`src/rtl/print_pkg.sv`:
```
// Constants shared by the print arbiter and the print engine: payload width,
// arbiter state encoding, print types and the engine's separator glyphs.
package print_pkg;

  localparam int DATA_W = 32;

  localparam logic TYPE_BYTE = 1'b0;
  localparam logic TYPE_WORD = 1'b1;

  localparam logic [7:0] ASCII_SPACE      = 8'h20;
  localparam logic [7:0] ASCII_DASH       = 8'h2D;
  localparam logic [7:0] ASCII_UNDERSCORE = 8'h5F;

  typedef enum logic [1:0] {
    ST_IDLE    = 2'd0,
    ST_ISSUE   = 2'd1,
    ST_RELEASE = 2'd2
  } arb_state_e;

  // Increment with wrap at n, used for the round-robin pointer.
  function automatic int wrap_inc(input int idx, input int n);
    return (idx + 1 >= n) ? 0 : idx + 1;
  endfunction

endpackage

```
`src/rtl/print_arbiter_if.sv`:
```
// Requester-side and print-engine-side signals of the print arbiter.
// master = arbiter view, slave = requesters plus engine.
interface print_arbiter_if #(
  parameter int NREQ   = 4,
  parameter int IDX_W  = 2,
  parameter int DATA_W = 32
);

  logic [NREQ-1:0]        req;
  logic [NREQ-1:0]        req_type;
  logic [NREQ*DATA_W-1:0] data;
  logic [NREQ-1:0]        ack;
  logic                   busy;
  logic [IDX_W-1:0]       grant_idx;

  logic                   pr_req;
  logic                   pr_type;
  logic [DATA_W-1:0]      pr_dout;
  logic                   pr_ack;

  modport master (
    input  req, req_type, data, pr_ack,
    output ack, busy, grant_idx, pr_req, pr_type, pr_dout
  );

  modport slave (
    output req, req_type, data, pr_ack,
    input  ack, busy, grant_idx, pr_req, pr_type, pr_dout
  );

endinterface

```
`src/rtl/rr_pick.sv`:
```
// Combinational round-robin pick: first set req bit at or above ptr, wrapping.
// Rotate down by ptr, find lowest set bit, rotate the index back up.
module rr_pick #(
  parameter int NREQ  = 4,
  parameter int IDX_W = 2
) (
  input  logic [NREQ-1:0]  req,
  input  logic [IDX_W-1:0] ptr,
  output logic             vld,
  output logic [IDX_W-1:0] win
);

  logic [2*NREQ-1:0] req_dbl;
  logic [NREQ-1:0]   req_rot;
  logic [IDX_W-1:0]  first_set;
  logic [IDX_W:0]    win_sum;

  always_comb begin
    req_dbl   = {req, req};
    req_rot   = NREQ'(req_dbl >> ptr);
    first_set = '0;
    for (int i = NREQ - 1; i >= 0; i--) begin
      if (req_rot[i]) first_set = IDX_W'(i);
    end
    win_sum = {1'b0, first_set} + {1'b0, ptr};
    if (win_sum >= (IDX_W + 1)'(NREQ)) win_sum = win_sum - (IDX_W + 1)'(NREQ);
    vld = |req;
    win = win_sum[IDX_W-1:0];
  end

endmodule

```
`src/rtl/print_arbiter.sv`:
```
// Round-robin arbiter sharing the print engine; pr_req rises one edge after req is seen
// in IDLE and is held indefinitely until pr_ack; then a one-cycle ack and one release cycle.
module print_arbiter
  import print_pkg::*;
#(
  parameter int NREQ   = 4,
  parameter int IDX_W  = 2,
  parameter int DATA_W = print_pkg::DATA_W
) (
  input  logic            clk,
  input  logic            rstn,
  print_arbiter_if.master bus
);

  arb_state_e        state_q, state_d;
  logic [IDX_W-1:0]  ptr_q, ptr_d;
  logic [IDX_W-1:0]  grant_idx_q, grant_idx_d;
  logic              pr_req_q, pr_req_d;
  logic              pr_type_q, pr_type_d;
  logic [DATA_W-1:0] pr_dout_q, pr_dout_d;
  logic [NREQ-1:0]   ack_q, ack_d;
  logic              busy_q, busy_d;

  logic              pick_vld;
  logic [IDX_W-1:0]  pick_win;
  logic [DATA_W-1:0] data_arr [NREQ];

  rr_pick #(
    .NREQ  (NREQ),
    .IDX_W (IDX_W)
  ) u_rr_pick (
    .req (bus.req),
    .ptr (ptr_q),
    .vld (pick_vld),
    .win (pick_win)
  );

  always_comb begin
    for (int i = 0; i < NREQ; i++) begin
      data_arr[i] = bus.data[i*DATA_W +: DATA_W];
    end
  end

  always_comb begin
    state_d     = state_q;
    ptr_d       = ptr_q;
    grant_idx_d = grant_idx_q;
    pr_req_d    = pr_req_q;
    pr_type_d   = pr_type_q;
    pr_dout_d   = pr_dout_q;
    ack_d       = '0;
    busy_d      = busy_q;

    case (state_q)
      ST_IDLE: begin
        if (pick_vld) begin
          pr_dout_d   = data_arr[pick_win];
          pr_type_d   = bus.req_type[pick_win];
          grant_idx_d = pick_win;
          ptr_d       = IDX_W'(wrap_inc(int'(pick_win), NREQ));
          busy_d      = 1'b1;
          pr_req_d    = 1'b1;
          state_d     = ST_ISSUE;
        end
      end
      // Payload stays frozen here; requester-side changes are ignored until release.
      ST_ISSUE: begin
        if (bus.pr_ack) begin
          pr_req_d           = 1'b0;
          ack_d[grant_idx_q] = 1'b1;
          state_d            = ST_RELEASE;
        end
      end
      // Extra idle cycle so the engine sees its own ack clear before the next pr_req.
      ST_RELEASE: begin
        busy_d  = 1'b0;
        state_d = ST_IDLE;
      end
      default: begin
        state_d = ST_IDLE;
      end
    endcase
  end

  always_ff @(posedge clk or negedge rstn) begin
    if (!rstn) begin
      state_q     <= ST_IDLE;
      ptr_q       <= '0;
      grant_idx_q <= '0;
      pr_req_q    <= 1'b0;
      pr_type_q   <= 1'b0;
      pr_dout_q   <= '0;
      ack_q       <= '0;
      busy_q      <= 1'b0;
    end else begin
      state_q     <= state_d;
      ptr_q       <= ptr_d;
      grant_idx_q <= grant_idx_d;
      pr_req_q    <= pr_req_d;
      pr_type_q   <= pr_type_d;
      pr_dout_q   <= pr_dout_d;
      ack_q       <= ack_d;
      busy_q      <= busy_d;
    end
  end

  assign bus.ack       = ack_q;
  assign bus.busy      = busy_q;
  assign bus.grant_idx = grant_idx_q;
  assign bus.pr_req    = pr_req_q;
  assign bus.pr_type   = pr_type_q;
  assign bus.pr_dout   = pr_dout_q;

endmodule

```
`src/flat_wrapper.sv`:
```
// flat-port wrapper written by rule: the top's interface ports become plain ports
module print_arbiter_flat import print_pkg::*;
#(
  parameter int NREQ   = 4,
  parameter int IDX_W  = 2,
  parameter int DATA_W = print_pkg::DATA_W
)
  (clk, rstn, bus_req, bus_req_type, bus_data, bus_pr_ack, bus_ack, bus_busy, bus_grant_idx, bus_pr_req, bus_pr_type, bus_pr_dout);
  print_arbiter_if #(.NREQ(NREQ), .IDX_W(IDX_W), .DATA_W(DATA_W)) bus_i ();
  input  logic clk;
  input  logic rstn;
  input wire logic [$bits(bus_i.req)-1:0] bus_req;
  input wire logic [$bits(bus_i.req_type)-1:0] bus_req_type;
  input wire logic [$bits(bus_i.data)-1:0] bus_data;
  input wire logic [$bits(bus_i.pr_ack)-1:0] bus_pr_ack;
  output wire logic [$bits(bus_i.ack)-1:0] bus_ack;
  output wire logic [$bits(bus_i.busy)-1:0] bus_busy;
  output wire logic [$bits(bus_i.grant_idx)-1:0] bus_grant_idx;
  output wire logic [$bits(bus_i.pr_req)-1:0] bus_pr_req;
  output wire logic [$bits(bus_i.pr_type)-1:0] bus_pr_type;
  output wire logic [$bits(bus_i.pr_dout)-1:0] bus_pr_dout;
  assign bus_i.req = bus_req;
  assign bus_i.req_type = bus_req_type;
  assign bus_i.data = bus_data;
  assign bus_i.pr_ack = bus_pr_ack;
  assign bus_ack = bus_i.ack;
  assign bus_busy = bus_i.busy;
  assign bus_grant_idx = bus_i.grant_idx;
  assign bus_pr_req = bus_i.pr_req;
  assign bus_pr_type = bus_i.pr_type;
  assign bus_pr_dout = bus_i.pr_dout;
  print_arbiter #(.NREQ(NREQ), .IDX_W(IDX_W), .DATA_W(DATA_W)) u_core (.clk(clk), .rstn(rstn), .bus(bus_i));
endmodule
```
`config.mk`:
```
export PLATFORM = sky130hd
export DESIGN_NAME = print_arbiter_flat
export DESIGN_NICKNAME = d
export VERILOG_FILES = /design/src/rtl/print_pkg.sv /design/src/rtl/print_arbiter_if.sv /design/src/rtl/rr_pick.sv /design/src/rtl/print_arbiter.sv /design/src/flat_wrapper.sv
export SDC_FILE = /design/constraint.sdc
export NUM_CORES = 1
export LEC_CHECK = 0
export CORE_UTILIZATION = 37
export CTS_CLUSTER_SIZE = 16
export DETAILED_ROUTE_END_ITERATION = 10
export PLACE_DENSITY = 0.82
export SETUP_SLACK_MARGIN = 0.05
export SLEW_MARGIN = 20
export SYNTH_ARGS = -nofsm -noshare
export SYNTH_HDL_FRONTEND = slang
export SYNTH_HIERARCHICAL = 1
export SYNTH_SLANG_ARGS = --single-unit
```
`constraint.sdc`:
```
create_clock -name clk -period 3.34 [get_ports clk]
set_input_delay 0.668 -clock clk [delete_from_list [all_inputs] [get_ports clk]]
set_output_delay 0.668 -clock clk [all_outputs]
set_load 0.01 [all_outputs]
```
# --- Word-level counts from Yosys, hierarchy flattened ---
# Index checks and enable logic that the tools add are counted.
op_classes:
  div: 0
  mul: 0
  n_bitwise: 1
  magnitude_cmp: 6
  addsub: 3
  muxes: 22
  eq_ne: 4
  shift: 1
  reduce_logical: 9
ops:
  columns: ["operator", "n"]
  rows:
  - ["32-bit binary-select mux with 2-bit select", 1]
  - ["32-bit two-way mux", 2]
  - ["2-bit two-way mux", 8]
  - ["3-bit >= comparator, second input constant", 3]
  - ["4-bit two-way mux", 2]
  - ["8-bit by 2-bit right shift with 4-bit output", 1]
  - ["2-bit by 3-bit < comparator with 1-bit output, second input constant", 2]
  - ["2-bit AND reduction", 3]
  - ["1-bit two-way mux", 4]
  - ["1-bit one-hot mux with 2 select lines", 2]
  - ["2-bit one-hot mux with 2 select lines", 1]
  - ["2-bit nonzero test", 2]
  - ["4-bit OR reduction", 1]
  - ["2-bit by 1-bit adder with 3-bit output, second input constant", 1]
  - ["2-bit by 2-bit adder with 3-bit output", 1]
  - ["2-bit inverter with 3-bit output", 1]
  - ["3-bit AND reduction", 1]
  - ["1-bit binary-select mux with 2-bit select", 1]
  - ["1-bit demux with 2-bit select", 1]
  - ["2-bit by 1-bit equality test with 1-bit output, second input constant", 1]
  - ["2-bit equality test, second input constant", 1]
  - ["2-bit by 1-bit >= comparator with 1-bit output, second input constant", 1]
  - ["2-bit logical NOT", 1]
  - ["2-bit by 1-bit inequality test with 1-bit output, second input constant", 1]
  - ["3 further kinds", 3]
totals:
  reg_bits: 45
  in_bits: 139
  mem_bits_rw: 0
  latchBits: 0
  mem_bits_ro: 0
  memories: 0
  word_cells: 54

# --- Depth between registers and ports, before layout ---
depth:
  depth_word: 12
  ltp_mapped: 12
  mapped_depth_nobuf: 10

# --- Modules after synthesis ---
# The synthesis kept the hierarchy.
modules_own_cells:
  columns: ["module", "cells_each", "area_each_um2", "instances"]
  rows:
  - ["print_arbiter", 142, 2631.3, 1]
  - ["rr_pick", 27, 178.9, 1]

# --- Worst setup path after synthesis ---
# OpenSTA, ideal clock, no wires.
synth_path:
  path_kind: "in2reg"
  startpoint: "in bus_req[0]"
  endpoint: "reg u_core.pr_dout_q[11] (netlist: u_core/bus.pr_dout[11])"
  required_ps: 3215
  t_arrival_ps: 2671
  setup_ps: 125
  slack_ps: 544
  stages: 11
  n_path_buf: 2
  path_cell_list: "nor2_1 > nor3_1 > a21oi_1 > o211ai_1 > ha_1 > xor2_1 > xnor2_1 > buf_2 > clkbuf_1 > mux4_2 > mux2_4"
synth_between:
  elab_chain_cells: 12
synth_lines:
  columns: ["element", "line", "rtl"]
  rows:
  - ["start: declaration", "flat_wrapper.sv:12", "input wire logic [$bits(bus_i.req)-1:0] bus_req;"]
  - ["8-bit by 2-bit right shift with 4-bit output (*)", "rr_pick.sv:20", "req_rot = NREQ'(req_dbl >> ptr);"]
  - ["2-bit two-way mux (3 in a row)", "rr_pick.sv:23", "if (req_rot[i]) first_set = IDX_W'(i);"]
  - ["2-bit two-way mux (*)", "rr_pick.sv:23", null]
  - ["2-bit by 2-bit adder with 3-bit output (*)", "rr_pick.sv:25", "win_sum = {1'b0, first_set} + {1'b0, ptr};"]
  - ["3-bit >= comparator / 2-bit by 1-bit subtractor with 2-bit output (equally long branches)", "rr_pick.sv:26", "if (win_sum >= (IDX_W + 1)'(NREQ)) win_sum = win_sum - (IDX_W + 1)'(NREQ);"]
  - ["2-bit two-way mux (*)", "rr_pick.sv:26", null]
  - ["via u_core.pick_win[1]", "print_arbiter.sv:25", "logic [IDX_W-1:0] pick_win;"]
  - ["2-bit inverter with 3-bit output (implied by the code) (*)", "print_arbiter.sv:57", "pr_dout_d = data_arr[pick_win];"]
  - ["32-bit binary-select mux with 2-bit select (*)", "print_arbiter.sv:57", null]
  - ["32-bit two-way mux (implied by the code) (*) (2 in a row)", "print_arbiter.sv:57", null]
  - ["end signal: assignment", "print_arbiter.sv:101", "pr_dout_q <= pr_dout_d;"]
  - ["end: declaration", "print_arbiter.sv:20", "logic [DATA_W-1:0] pr_dout_q, pr_dout_d;"]
# Mark *: on every way through the listed nets, which the timed path passes. The rest lies on a longest branch. The select of a mux whose other input is x is not followed.
# A chain may end at the register's enable or synchronous reset.

# --- Final worst setup path ---
layout_path:
  startpoint: "in bus_req[3]"
  endpoint: "reg u_core.pr_dout_q[25] (netlist: u_core/bus.pr_dout[25])"
# The elaborated chain is that of the path after synthesis.

==> reports/metrics.yaml <==
status: "finished, final reports clean"
async_reset_ff_share_pct: 100
worstPathRequired_ns: 3.52
synth_area_leaders: "dfrtp_1, mux4_2, mux2_4"
r2r-end: "u_core/bus.pr_dout[11]"
portBuffers: 179
start_util_pct: 38.5
grt_pass1_wl_um: 11500
cts_sinks: 45
yosysSeqAreaShare_pct: 40.1
synth_flop_cell: "dfrtp_1"
yosysTopAreaCell: "dfrtp_1"
tns_ns: 0
dieWidth_um: 89.2
cts.repair.resized: 0
crit_type: "input port to flip-flop"
wl_per_cell_um: 16.8
leakagePower_nw: 1.93
crit_start: "bus_req[3]"
fin_crit_ns: 3.01
overflow: 0
rsz0062_at_grt: "no"
drive_gt1_share_pct: 24.4
dr.first_iter.drc_count: 60
gp_congestion: 0.678
dieArea_um2: 7950
grt_usage_pct: 19.3
ir_drop_v: 0.000612
avgSynthCellArea_um2: 16.6
ys_warn_count: 6
path_max_fanout: 21
cts_htree_levels: 2
grt_pass1_vias: 2457
synth_common_cells: "dfrtp_1, mux2_4, mux4_2"
fmax_mhz: 332
arrival_ns: 3.19
final_nets: 489
maxCapViolCount: 0
synth_top_cell_area_share_pct: 40.1
slew_violations: 0
post-route-period-util_pct: 90.1
design_area_um2: 4810
die_h_um: 89.2
pwr_density_cell_nw_per_um2: 990
insertion_delay_ns: 0.29
areaGrowthSynthToFinish_pct: 71.2
synth_edf_count: 0
worstMarginPinSlew_ns: 0.576
placed_cell_area_um2: 4690
synth_most_common_cell: "dfrtp_1"
hpwl_um: 5960
synth_cell_types: 34
postSynthNetCount: 310
row_count: 31
antenna_left: 0
cp-start-kind: "input port"
r2r_cells: 8
drt_first_pass_iters: 4
grt_max_degree: 46
cts_tree: "done"
antenna_found_initial: 0
drc: 0
hold_buffers: 0
clock-skew-final_ns: 0.00779
numCtsBuffers: 5
r2r_slack_ns: 0.75
slew_headroom_pct: 61.6
vias: 2242
setup_viol: 0
cp-endpoint: "u_core/bus.pr_dout[25]"
clockBufferDepth: 2
core-area_um2: 7290
synth_area_um2: 2810
vias_per_cell: 5.00
netlist_instances: 169
critPathCaptureType: "flip-flop"
wl_um: 7550
diodes: 0
ys_ff_latch: 45
io_pins: 180
clk_transition_reported_paths_ns: 0.09
hold_class: "input port to async pin"
hold_viol: 0
clk_root_buffer_cell: "clkbuf_8"
r2r-start: "u_core/ptr_q[0]"
cts_setup_buffers: 0
==> where the power goes <==
| part | leakage, nW | switching, W | internal [W] |
|---|---|---|---|
| sequential | 0.533 | 0.000187 | 0.000828 |
| combinational | 1.34 | 0.00118 | 0.00215 |
| clock | 0.0543 | 0.000191 | 0.000224 |
==> worst min-delay path by stage <==
stage,start,to,depth (start not counted)
5_1_grt,rstn,u_core/bus.pr_dout[7],1
4_1_cts,u_core/bus.pr_req,u_core/bus.pr_req,1
3_3_place_gp,u_core/bus.pr_req,u_core/bus.pr_req,1
6_report,rstn,u_core/bus.pr_dout[8],1
2_1_floorplan,rstn,u_core/bus.ack[0],0
3_5_place_dp,u_core/bus.pr_req,u_core/bus.pr_req,1
==> cell type report <==
type	instances	area, um2
fill	550	2480
timing repair buffer	185	1870
multi-input combinational	108	1560
sequential	45	1130
tap	99	124
clock buffer	5	68.8
clock inverter	3	46.3
inverter	3	11.3
==> placed cells by master, fill, tap and decap left out, types with 3 or more instances in the layout <==
master / n
buf_12: 3
buf_4: 4
clkbuf_8: 5
clkdlybuf4s50_1: 178
dfrtp_1: 45
inv_1: 3
mux2_2: 9
mux2_4: 28
mux4_1: 5
mux4_2: 28
nor2_1: 4
nor3_1: 3
nor3b_1: 4
==> kinds of logic after synthesis <==
kind of cell | after synthesis | share of synthesized area [%]
flops | 45 | 40.1
xor+xnor | 2 | 0.623
simple gates | 23 | 4.76
buf+inv | 16 | 4.85
fa+ha+maj | 2 | 0.890
compound gates | 10 | 2.76
mux | 71 | 46.0
==> registers in the layout, summed over array words and instances, names as in the netlist <==
register and cells:
u_core/bus.ack 4, u_core/bus.busy 1, u_core/bus.grant_idx 2, u_core/bus.pr_dout 32, u_core/bus.pr_req 1, u_core/bus.pr_type 1
u_core/ptr_q 2, u_core/state_q 2
==> metrics by stage <==
step	power, W	util [%]	setup WS (ns)	hold slack, ns	cells
6_report	0.00476	66.0	0.330	0.368	448
5_1_grt	0.00509	66.0	0.217	0.408	448
4_1_cts	0.00483	65.9	0.351	0.492	448
3_5_place_dp	0.00439	64.4	0.0334	0.470	440
3_3_place_gp	0.00431	64.4	0.0912	0.462	440
2_1_floorplan	0.00342	-	0.544	0.372	169
==> worst max-delay path: stages <==
cell	delay, ns
clkdlybuf4s50_1	0.59
nor2_1	0.10
nor4_1	0.21
a21oi_1	0.07
o211ai_1	0.10
ha_2	0.20
xor2_1	0.23
xnor2_2	0.20
buf_12	0.22
mux4_2	0.31
mux2_4	0.27
==> per-layer routing <==
metal | GRT usage, % | part of all wire [%] | routed length [um]
met2 | 36.6 | 55 | 4130
met3 | 6.28 | 9.0 | 683
met5 | 0 | 0 | 0
met1 | 20.3 | 35 | 2640
met4 | 5.63 | 1.3 | 96
Note: power is estimated with default switching activity, not from simulation.
